<file path="src/rtl/rst_status_table.sv">
// Register status table: per-register busy/tag/spec scoreboard for dispatch.
// Dispatch claims destinations, writeback releases them, branch resolution commits or squashes.
module rst_status_table #(
    parameter int NUM_REGS = 32,
    parameter int TAG_W    = 2,
    parameter int NUM_WB   = 2,
    parameter int NUM_RD   = 3,
    parameter int ZERO_REG = 1,
    parameter int IDX_W    = $clog2(NUM_REGS)
) (
    input  logic                              CLK,
    input  logic                              nRST,
    input  logic                              di_en,
    input  logic [IDX_W-1:0]                  di_rd,
    input  logic [TAG_W-1:0]                  di_tag,
    input  logic                              di_spec,
    output logic                              di_waw,
    input  logic [NUM_RD*IDX_W-1:0]           rd_idx,
    output logic [NUM_RD-1:0]                 rd_busy,
    output logic [NUM_RD*TAG_W-1:0]           rd_tag,
    output logic [NUM_RD-1:0]                 rd_spec,
    input  logic [NUM_WB-1:0]                 wb_en,
    input  logic [NUM_WB*IDX_W-1:0]           wb_rd,
    input  logic [NUM_WB*TAG_W-1:0]           wb_tag,
    input  logic                              br_resolve,
    input  logic                              br_mispredict,
    output logic [$clog2(NUM_REGS+1)-1:0]     busy_cnt,
    output logic                              err_waw
);

    localparam int CNT_W = $clog2(NUM_REGS + 1);

    logic [NUM_REGS-1:0] busy_reg, busy_next;
    logic [NUM_REGS-1:0] spec_reg, spec_next;
    logic [TAG_W-1:0]    tag_reg  [NUM_REGS];
    logic [TAG_W-1:0]    tag_next [NUM_REGS];
    logic [NUM_REGS-1:0] rel_hit;
    logic [NUM_REGS-1:0] claim_sel;
    logic [CNT_W-1:0]    cnt_next;

    logic squash, commit, claim_ok, err_next;
    logic di_busy, di_hit;

    assign squash = br_resolve & br_mispredict;
    assign commit = br_resolve & ~br_mispredict;

    // Out-of-range di_rd never matches an entry, so it reads as not busy.
    always_comb begin
        di_busy = 1'b0;
        di_hit  = 1'b0;
        for (int r = 0; r < NUM_REGS; r++) begin
            if (di_rd == IDX_W'(r)) begin
                di_busy = busy_reg[r];
                di_hit  = rel_hit[r];
            end
        end
    end

    assign di_waw   = di_busy & ~di_hit;
    // A speculative claim racing a squash is silently dropped, never flagged.
    assign claim_ok = di_en & ~di_waw & ~(squash & di_spec);
    assign err_next = di_en &  di_waw & ~(squash & di_spec);

    genvar gi;
    generate
        for (gi = 0; gi < NUM_REGS; gi++) begin : g_entry
            logic             hit;
            logic             b_n;
            logic             s_n;
            logic [TAG_W-1:0] t_n;

            always_comb begin
                hit = 1'b0;
                for (int p = 0; p < NUM_WB; p++) begin
                    if (wb_en[p] && wb_rd[p*IDX_W +: IDX_W] == IDX_W'(gi) &&
                        wb_tag[p*TAG_W +: TAG_W] == tag_reg[gi])
                        hit = 1'b1;
                end
            end

            assign rel_hit[gi]   = hit & busy_reg[gi];
            assign claim_sel[gi] = claim_ok && (di_rd == IDX_W'(gi)) && !(ZERO_REG != 0 && gi == 0);

            // Priority: squash > claim > release > spec-commit.
            always_comb begin
                b_n = busy_reg[gi];
                s_n = spec_reg[gi];
                t_n = tag_reg[gi];
                if (squash && spec_reg[gi]) begin
                    b_n = 1'b0;
                    s_n = 1'b0;
                    t_n = '0;
                end else if (claim_sel[gi]) begin
                    b_n = 1'b1;
                    s_n = di_spec & ~commit;
                    t_n = di_tag;
                end else if (rel_hit[gi]) begin
                    b_n = 1'b0;
                    s_n = 1'b0;
                end else if (commit) begin
                    s_n = 1'b0;
                end
            end

            assign busy_next[gi] = b_n;
            assign spec_next[gi] = s_n;
            assign tag_next[gi]  = t_n;
        end

        for (gi = 0; gi < NUM_RD; gi++) begin : g_lookup
            logic             b;
            logic             s;
            logic [TAG_W-1:0] t;

            always_comb begin
                b = 1'b0;
                s = 1'b0;
                t = '0;
                for (int r = 0; r < NUM_REGS; r++) begin
                    if (rd_idx[gi*IDX_W +: IDX_W] == IDX_W'(r)) begin
                        b = busy_reg[r];
                        s = spec_reg[r];
                        t = tag_reg[r];
                    end
                end
            end

            assign rd_busy[gi]               = b;
            assign rd_spec[gi]               = s;
            assign rd_tag[gi*TAG_W +: TAG_W] = t;
        end
    endgenerate

    always_comb begin
        cnt_next = '0;
        for (int r = 0; r < NUM_REGS; r++)
            cnt_next = cnt_next + CNT_W'(busy_next[r]);
    end

    always_ff @(posedge CLK or negedge nRST) begin
        if (!nRST) begin
            busy_reg <= '0;
            spec_reg <= '0;
            for (int r = 0; r < NUM_REGS; r++)
                tag_reg[r] <= '0;
            busy_cnt <= '0;
            err_waw  <= 1'b0;
        end else begin
            busy_reg <= busy_next;
            spec_reg <= spec_next;
            for (int r = 0; r < NUM_REGS; r++)
                tag_reg[r] <= tag_next[r];
            busy_cnt <= cnt_next;
            err_waw  <= err_next;
        end
    end

endmodule

</file>
<file path="config.mk">
export PLATFORM = sky130hd
export DESIGN_NAME = rst_status_table
export DESIGN_NICKNAME = d
export VERILOG_FILES = /design/src/rtl/rst_status_table.sv
export SDC_FILE = /design/constraint.sdc
export NUM_CORES = 1
export LEC_CHECK = 0
export ABC_CLOCK_PERIOD_IN_PS = 9500
export CAP_MARGIN = 20
export CORE_ASPECT_RATIO = 1.1
export CORE_UTILIZATION = 45
export DETAILED_ROUTE_END_ITERATION = 8
export GPL_ROUTABILITY_DRIVEN = 0
export PLACE_DENSITY = 0.71
export SLEW_MARGIN = 30
export SYNTH_ARGS = -nofsm -noshare
export SYNTH_HDL_FRONTEND = slang
export SYNTH_SLANG_ARGS = --single-unit
</file>
<file path="constraint.sdc">
create_clock -name CLK -period 9.5 [get_ports CLK]
set_clock_uncertainty 0.1 [all_clocks]
set_input_delay 0.95 -clock CLK [delete_from_list [all_inputs] [get_ports CLK]]
set_output_delay 0.95 -clock CLK [all_outputs]
set_load 0.01 [all_outputs]
</file>
==> results.yml, run 1 <==
run_status:
  outcome: "finished, final reports clean"
power:
  power_mw: 4.46
  seqPwrFrac_pct: 23.2
  intPower_mw: 2.39
  clkPwrFrac_pct: 15.7
  switching_power_mw: 2.07
  vdd_ir_drop_max_v: 0.00105
  swShare_pct: 46.5
  powerDensity_nw_per_um2: 282
  p_leak_nw: 6.59
  p_comb_share_pct: 61.1
clock_network:
  clk_path_buf_depth: 2
  ctsResizeCount: 0
  cts_sinks: 132
  tritoncts: "built"
  insertion_delay_ps: 440
  clockRootBuffer: "clkbuf_16"
  htree_levels: 4
  numCtsBuffers: 17
  clkTransAtPathRegs_ps: 60
  post_cts_buffers: 0
  ctsHoldBuffers: 0
floorplan:
  initial_core_util_pct: 45.9
  fp-row-count: 68
  ios: 64
  die_y_um: 190
  die_area_um2: 32900
  die_w_um: 173
  core-area_um2: 31600
logic_synthesis:
  netlist_area_um2: 14500
  yosysSeqAreaShare_pct: 22.8
  ys_ff_latch: 132
  netlist.area_leader.share_pct: 22.8
  async_flop_share_pct: 100
  synth_fp_nets: 1950
  synth_ff_type: "dfrtp_1"
  netlist_instances: 1875
  syn_area_per_cell_um2: 7.72
  yosys_warnings: 0
  synth.area.top_cells: "dfrtp_1, mux2i_1, nand2_1"
  yosysTopAreaCell: "dfrtp_1"
  synth_edf_count: 0
  yosys.cell_types.count: 83
  synth_most_common_cell: "nand2_1"
  synth_common_cells: "nand2_1, dfrtp_1, mux2i_1"
sta:
  slew_viol_final: 0
  setup_viol: 0
  grt_setup_unrepaired: "no"
  setup_tns_ps: 0
  hold_violations: 0
  tightest_slew_ps: 1070
  period_needed_ps: 8830
  slew_headroom_pct: 27.9
  fin_crit_sh_pct: 92.9
  holdWs_ps: 395
  fmax_ghz: 0.113
final_layout:
  antenna_cells: 0
  syn_to_final_growth_pct: 9.31
  post-route-cell-area_um2: 15800
  nFillCells: 3011
  largest_reg_flops: 62
  drive_above_1_share_pct: 8.17
  multi_input_area_um2: 10200
  fin_nets: 1910
  fin_cells: 2268
  regArea_um2: 3300
global_route:
  grt_pass1_wl_mm: 92.0
  overflow: 0
  grt_max_degree: 72
  grt_pass1_vias: 15150
  track_usage_pct: 36.8
  antenna_found_initial: 1
critical_path:
  cp-start-kind: "input pin"
  worstRegToRegCells: 23
  cp_max_fo: 20
  crit_arrival_ps: 9090
  crit_type: "in -> reg"
  worstReg2RegEnd: "busy_cnt[4]"
  reg2reg_slack_ps: 1530
  cp-end-kind: "flop"
  required_ps: 9760
  r2r_start: "tag_reg[42]"
detailed_routing:
  via_per_inst: 7.08
  first_iter_violations: 2899
  dr.pass1.iters: 6
  wl_per_cell_um: 26.8
  ant_nets: 0
  totalWireLength_mm: 60.8
  dr_total_vias: 16058
  drc: 0
placement:
  place_inst: 2236
  placed_area_um2: 15200
  dp_hpwl_mm: 45.4
  io_buffers: 63
hold_path:
  hold_class: "in -> async"
flow_run:
  maxCapViolCount: 0
[how the worst max path moves through the flow]
stage / startpoint / endpoint / depth (start not counted) / slack [ps]
6_report: di_rd[1] / busy_cnt[4] / 25 / 670
3_3_place_gp: di_rd[0] / busy_cnt[4] / 25 / 470
2_1_floorplan: wb_tag[0] / busy_cnt[4] / 26 / 1910
3_5_place_dp: di_rd[0] / busy_cnt[4] / 25 / 380
4_1_cts: di_rd[0] / busy_cnt[4] / 25 / 820
5_1_grt: di_rd[0] / busy_cnt[4] / 25 / 280
[layout by cell type, fill, tap and decap left out, drive strengths merged, types with 10 or more instances in the layout]
master,Yosys,final
a211oi,14,14
a21boi,18,18
a21oi,111,111
a221oi,13,13
a22o,13,13
a22oi,15,15
a31oi,16,16
and2,13,13
buf,61,61
clkbuf,111,20
clkdlybuf4s50,0,52
dfrtp,132,132
fa,24,24
inv,62,62
mux2,17,17
mux2i,118,118
mux4,16,16
nand2,275,275
nand2b,21,21
nand3,61,61
nand4b,12,12
nor2,112,112
nor2b,25,25
nor3,45,45
nor4,51,51
o2111ai,11,11
o211ai,27,27
o21a,18,18
o21ai,128,128
o221ai,10,10
o22ai,34,34
o31ai,10,10
or3,12,12
xnor2,22,22
xor2,105,105
[routing by layer]
metal  wire, um  track usage (%)  up-vias  part of all wire (%)
li1           -                -     6727                     -
met1      21200             46.1     7489                    35
met5          0                0        -                     0
met3       9340             10.6      354                    15
met4       4400             23.0        0                   7.2
met2      25900             55.7     1488                    43
[layout make-up]
cell class	instances	share of cell area [%]
Multi-Input combinational cell	1508	64.3
Clock inverter	12	0.980
Clock buffer	20	2.88
Tap cell	420	3.32
Timing Repair Buffer	113	6.12
Sequential cell	132	20.9
Inverter	63	1.49
[worst max-delay path, cell delays in order]
cell and delay [ps]:
clkdlybuf4s50_1 690, buf_4 270, nor2b_1 270, nand2_1 280
nor2_1 260, a22oi_1 130, and3_1 160, and4_1 260
o31ai_4 830, buf_4 280, nor3_2 40, buf_4 180
o21ai_0 290, fa_1 520, fa_1 540, fa_1 470
fa_1 490, fa_1 500, inv_1 50, fa_1 430
ha_1 230, fa_1 460, a21o_1 200, a21oi_1 170
xnor2_1 130
[power groups by stage]
stage               Combinational (mW)  Sequential [mW]  Clock [mW]
finish                            2.73             1.04       0.700
global route                      3.11             1.03       0.725
CTS                               2.76            0.999       0.696
detailed placement                2.72             1.01           0
global placement                  2.66             1.01           0
floorplan                         2.09            0.832           0
[cells by family after synthesis]
group	share of synthesized area [%]
simple gates	23.4
buf+inv	6.97
compound gates	23.2
flops	22.8
xor+xnor	7.68
fa+ha+maj	3.92
mux	12.0
[per-stage QoR]
stage	util, %	worst slack, ps
4_1_cts	50.1	824
2_1_floorplan	-	1910
6_report	50.2	671
3_3_place_gp	48.2	475
5_1_grt	50.2	285
3_5_place_dp	48.2	384
Power figures use the tool's default switching activity.
==> run 2: changes to the inputs <==
HOLD_SLACK_MARGIN = 0.03   (was default)
REMOVE_ABC_BUFFERS = 1   (was default)
==> run 2 against run 1 <==
  * Largest cell class unchanged
  * Design area decreased by 0.52%
  * Flip-flop and latch count is the same
  * Fmax rose by 0.51%
  * Utilization shrank 0.26 points
==> results.yml, run 2 (synthesis gave the netlist of run 1 again) <==
run_status:
  outcome: "finished, final reports clean"
sta:
  fin_crit_sh_pct: 92.5
  setup_slack_ps: 715
  slew_headroom_pct: 26.7
  slew_viol_final: 0
  setup_tns_ps: 0
  grt_setup_unrepaired: "no"
  tightest_slew_ps: 1100
  period_needed_ps: 8780
  setup_viol: 0
  fmax_ghz: 0.114
  hold_violations: 0
global_route:
  track_usage_pct: 38.1
  antenna_found_initial: 4
  grt_max_degree: 77
  overflow: 0
  grt_pass1_vias: 15167
  grt_pass1_wl_mm: 94.0
clock_network:
  ctsResizeCount: 0
  insertion_delay_ps: 430
  ctsHoldBuffers: 0
  clkTransAtPathRegs_ps: 60
  clockRootBuffer: "clkbuf_16"
  tritoncts: "built"
  numCtsBuffers: 17
  cts_sinks: 132
  htree_levels: 4
  post_cts_buffers: 0
  clk_path_buf_depth: 2
placement:
  dpl_worst_slack_ps: 638
  place_inst: 2219
  io_buffers: 63
  dp_hpwl_mm: 46.4
final_layout:
  layout_commonest_cell: "nand2_1"
  nFillCells: 2930
  fin_cells: 2255
  drive_above_1_share_pct: 7.32
  final_cell_mix: "nand2_1, dfrtp_1, mux2i_1, a21oi_1, nor2_1"
  largest_reg_flops: 62
  regArea_um2: 3300
  fin_nets: 1893
  multi_input_area_um2: 10200
  syn_to_final_growth_pct: 8.74
power:
  swShare_pct: 48.1
  intPower_mw: 2.43
  clkPwrFrac_pct: 14.9
  p_comb_share_pct: 62.7
  vdd_ir_drop_max_v: 0.00164
  powerDensity_nw_per_um2: 298
  switching_power_mw: 2.25
  power_mw: 4.69
  p_leak_nw: 6.53
  seqPwrFrac_pct: 22.4
critical_path:
  cp_max_fo: 20
  cp-end-kind: "flop"
  crit_type: "in -> reg"
  worstReg2RegEnd: "busy_cnt[4]"
  cp-start-kind: "input pin"
  r2r_start: "tag_reg[38]"
  required_ps: 9750
  worstRegToRegCells: 22
  crit_arrival_ps: 9030
  reg2reg_slack_ps: 1580
floorplan:
  initial_core_util_pct: 45.9
  ios: 64
  die_y_um: 190
  die_w_um: 173
  core-area_um2: 31600
  die_area_um2: 32900
  fp-row-count: 68
flow_run:
  maxCapViolCount: 0
detailed_routing:
  totalWireLength_mm: 63.6
  dr.pass1.iters: 7
  drc: 0
  first_iter_violations: 3055
  via_per_inst: 7.15
  dr_total_vias: 16134
  wl_per_cell_um: 28.2
  ant_nets: 0
hold_path:
  hold_class: "in -> async"
==> run 2: cell types whose count changed in the layout (fill, tap and decap cells not counted), sizes merged <==
cell	delta
buf	-17
diode	+4
clkinv	-2
clkbuf	+1
inv	+1
==> run 2: per-stage QoR <==
step | instance area, um2 | util, % | hold slack (ps)
CTS | 15700 | 49.8 | 398
global placement | 15100 | 47.9 | 475
detailed placement | 15100 | 47.9 | 503
finish | 15800 | 49.9 | 369
floorplan | 13700 | - | 420
global route | 15700 | 49.9 | 426
==> run 2: power by group through the flow <==
stage | Clock (mW) | Combinational [mW] | Sequential (mW)
5_1_grt | 0.720 | 3.20 | 1.03
4_1_cts | 0.697 | 2.91 | 1.01
2_1_floorplan | 0 | 1.98 | 0.867
6_report | 0.700 | 2.94 | 1.05
3_3_place_gp | 0 | 2.80 | 1.02
3_5_place_dp | 0 | 2.87 | 1.02
==> run 2: per-layer routing <==
metal / GRT usage (%) / wire length, um
met5: 0 / 12
met4: 29.3 / 5880
met3: 12.1 / 9970
met2: 56.8 / 26600
met1: 45.7 / 21200
==> run 2: layout make-up <==
| class | count | share of cell area [%] |
|---|---|---|
| Antenna cell | 4 | 0.0636 |
| Clock buffer | 21 | 2.99 |
| Clock inverter | 11 | 0.953 |
| Inverter | 63 | 1.50 |
| Multi-Input combinational cell | 1508 | 64.7 |
| Sequential cell | 132 | 21.0 |
| Tap cell | 420 | 3.34 |
| Timing Repair Buffer | 96 | 5.53 |
==> run 2: how the worst max path moves through the flow <==
stage / from / endpoint / slack, ps / cells past startpoint
5_1_grt: wb_rd[4] / busy_cnt[4] / 510 / 23
3_3_place_gp: di_rd[1] / busy_cnt[4] / 650 / 23
4_1_cts: wb_rd[5] / busy_cnt[4] / 1010 / 23
2_1_floorplan: di_rd[1] / busy_cnt[4] / 1210 / 21
6_report: wb_rd[4] / busy_cnt[4] / 720 / 23
3_5_place_dp: di_rd[1] / busy_cnt[4] / 640 / 23
==> run 2: critical path, cell delays in order <==
cell	delay, ps
clkdlybuf4s50_1	520
nand4b_1	520
nor4_1	510
o21ai_1	240
o311ai_0	450
a211o_1	170
and4_1	270
o31ai_4	90
buf_4	240
nor3_2	370
o21ai_0	240
fa_1	630
fa_1	450
fa_1	630
fa_1	470
fa_1	500
inv_1	50
fa_1	480
ha_1	250
fa_1	470
a21o_1	190
a21oi_1	170
xnor2_1	140
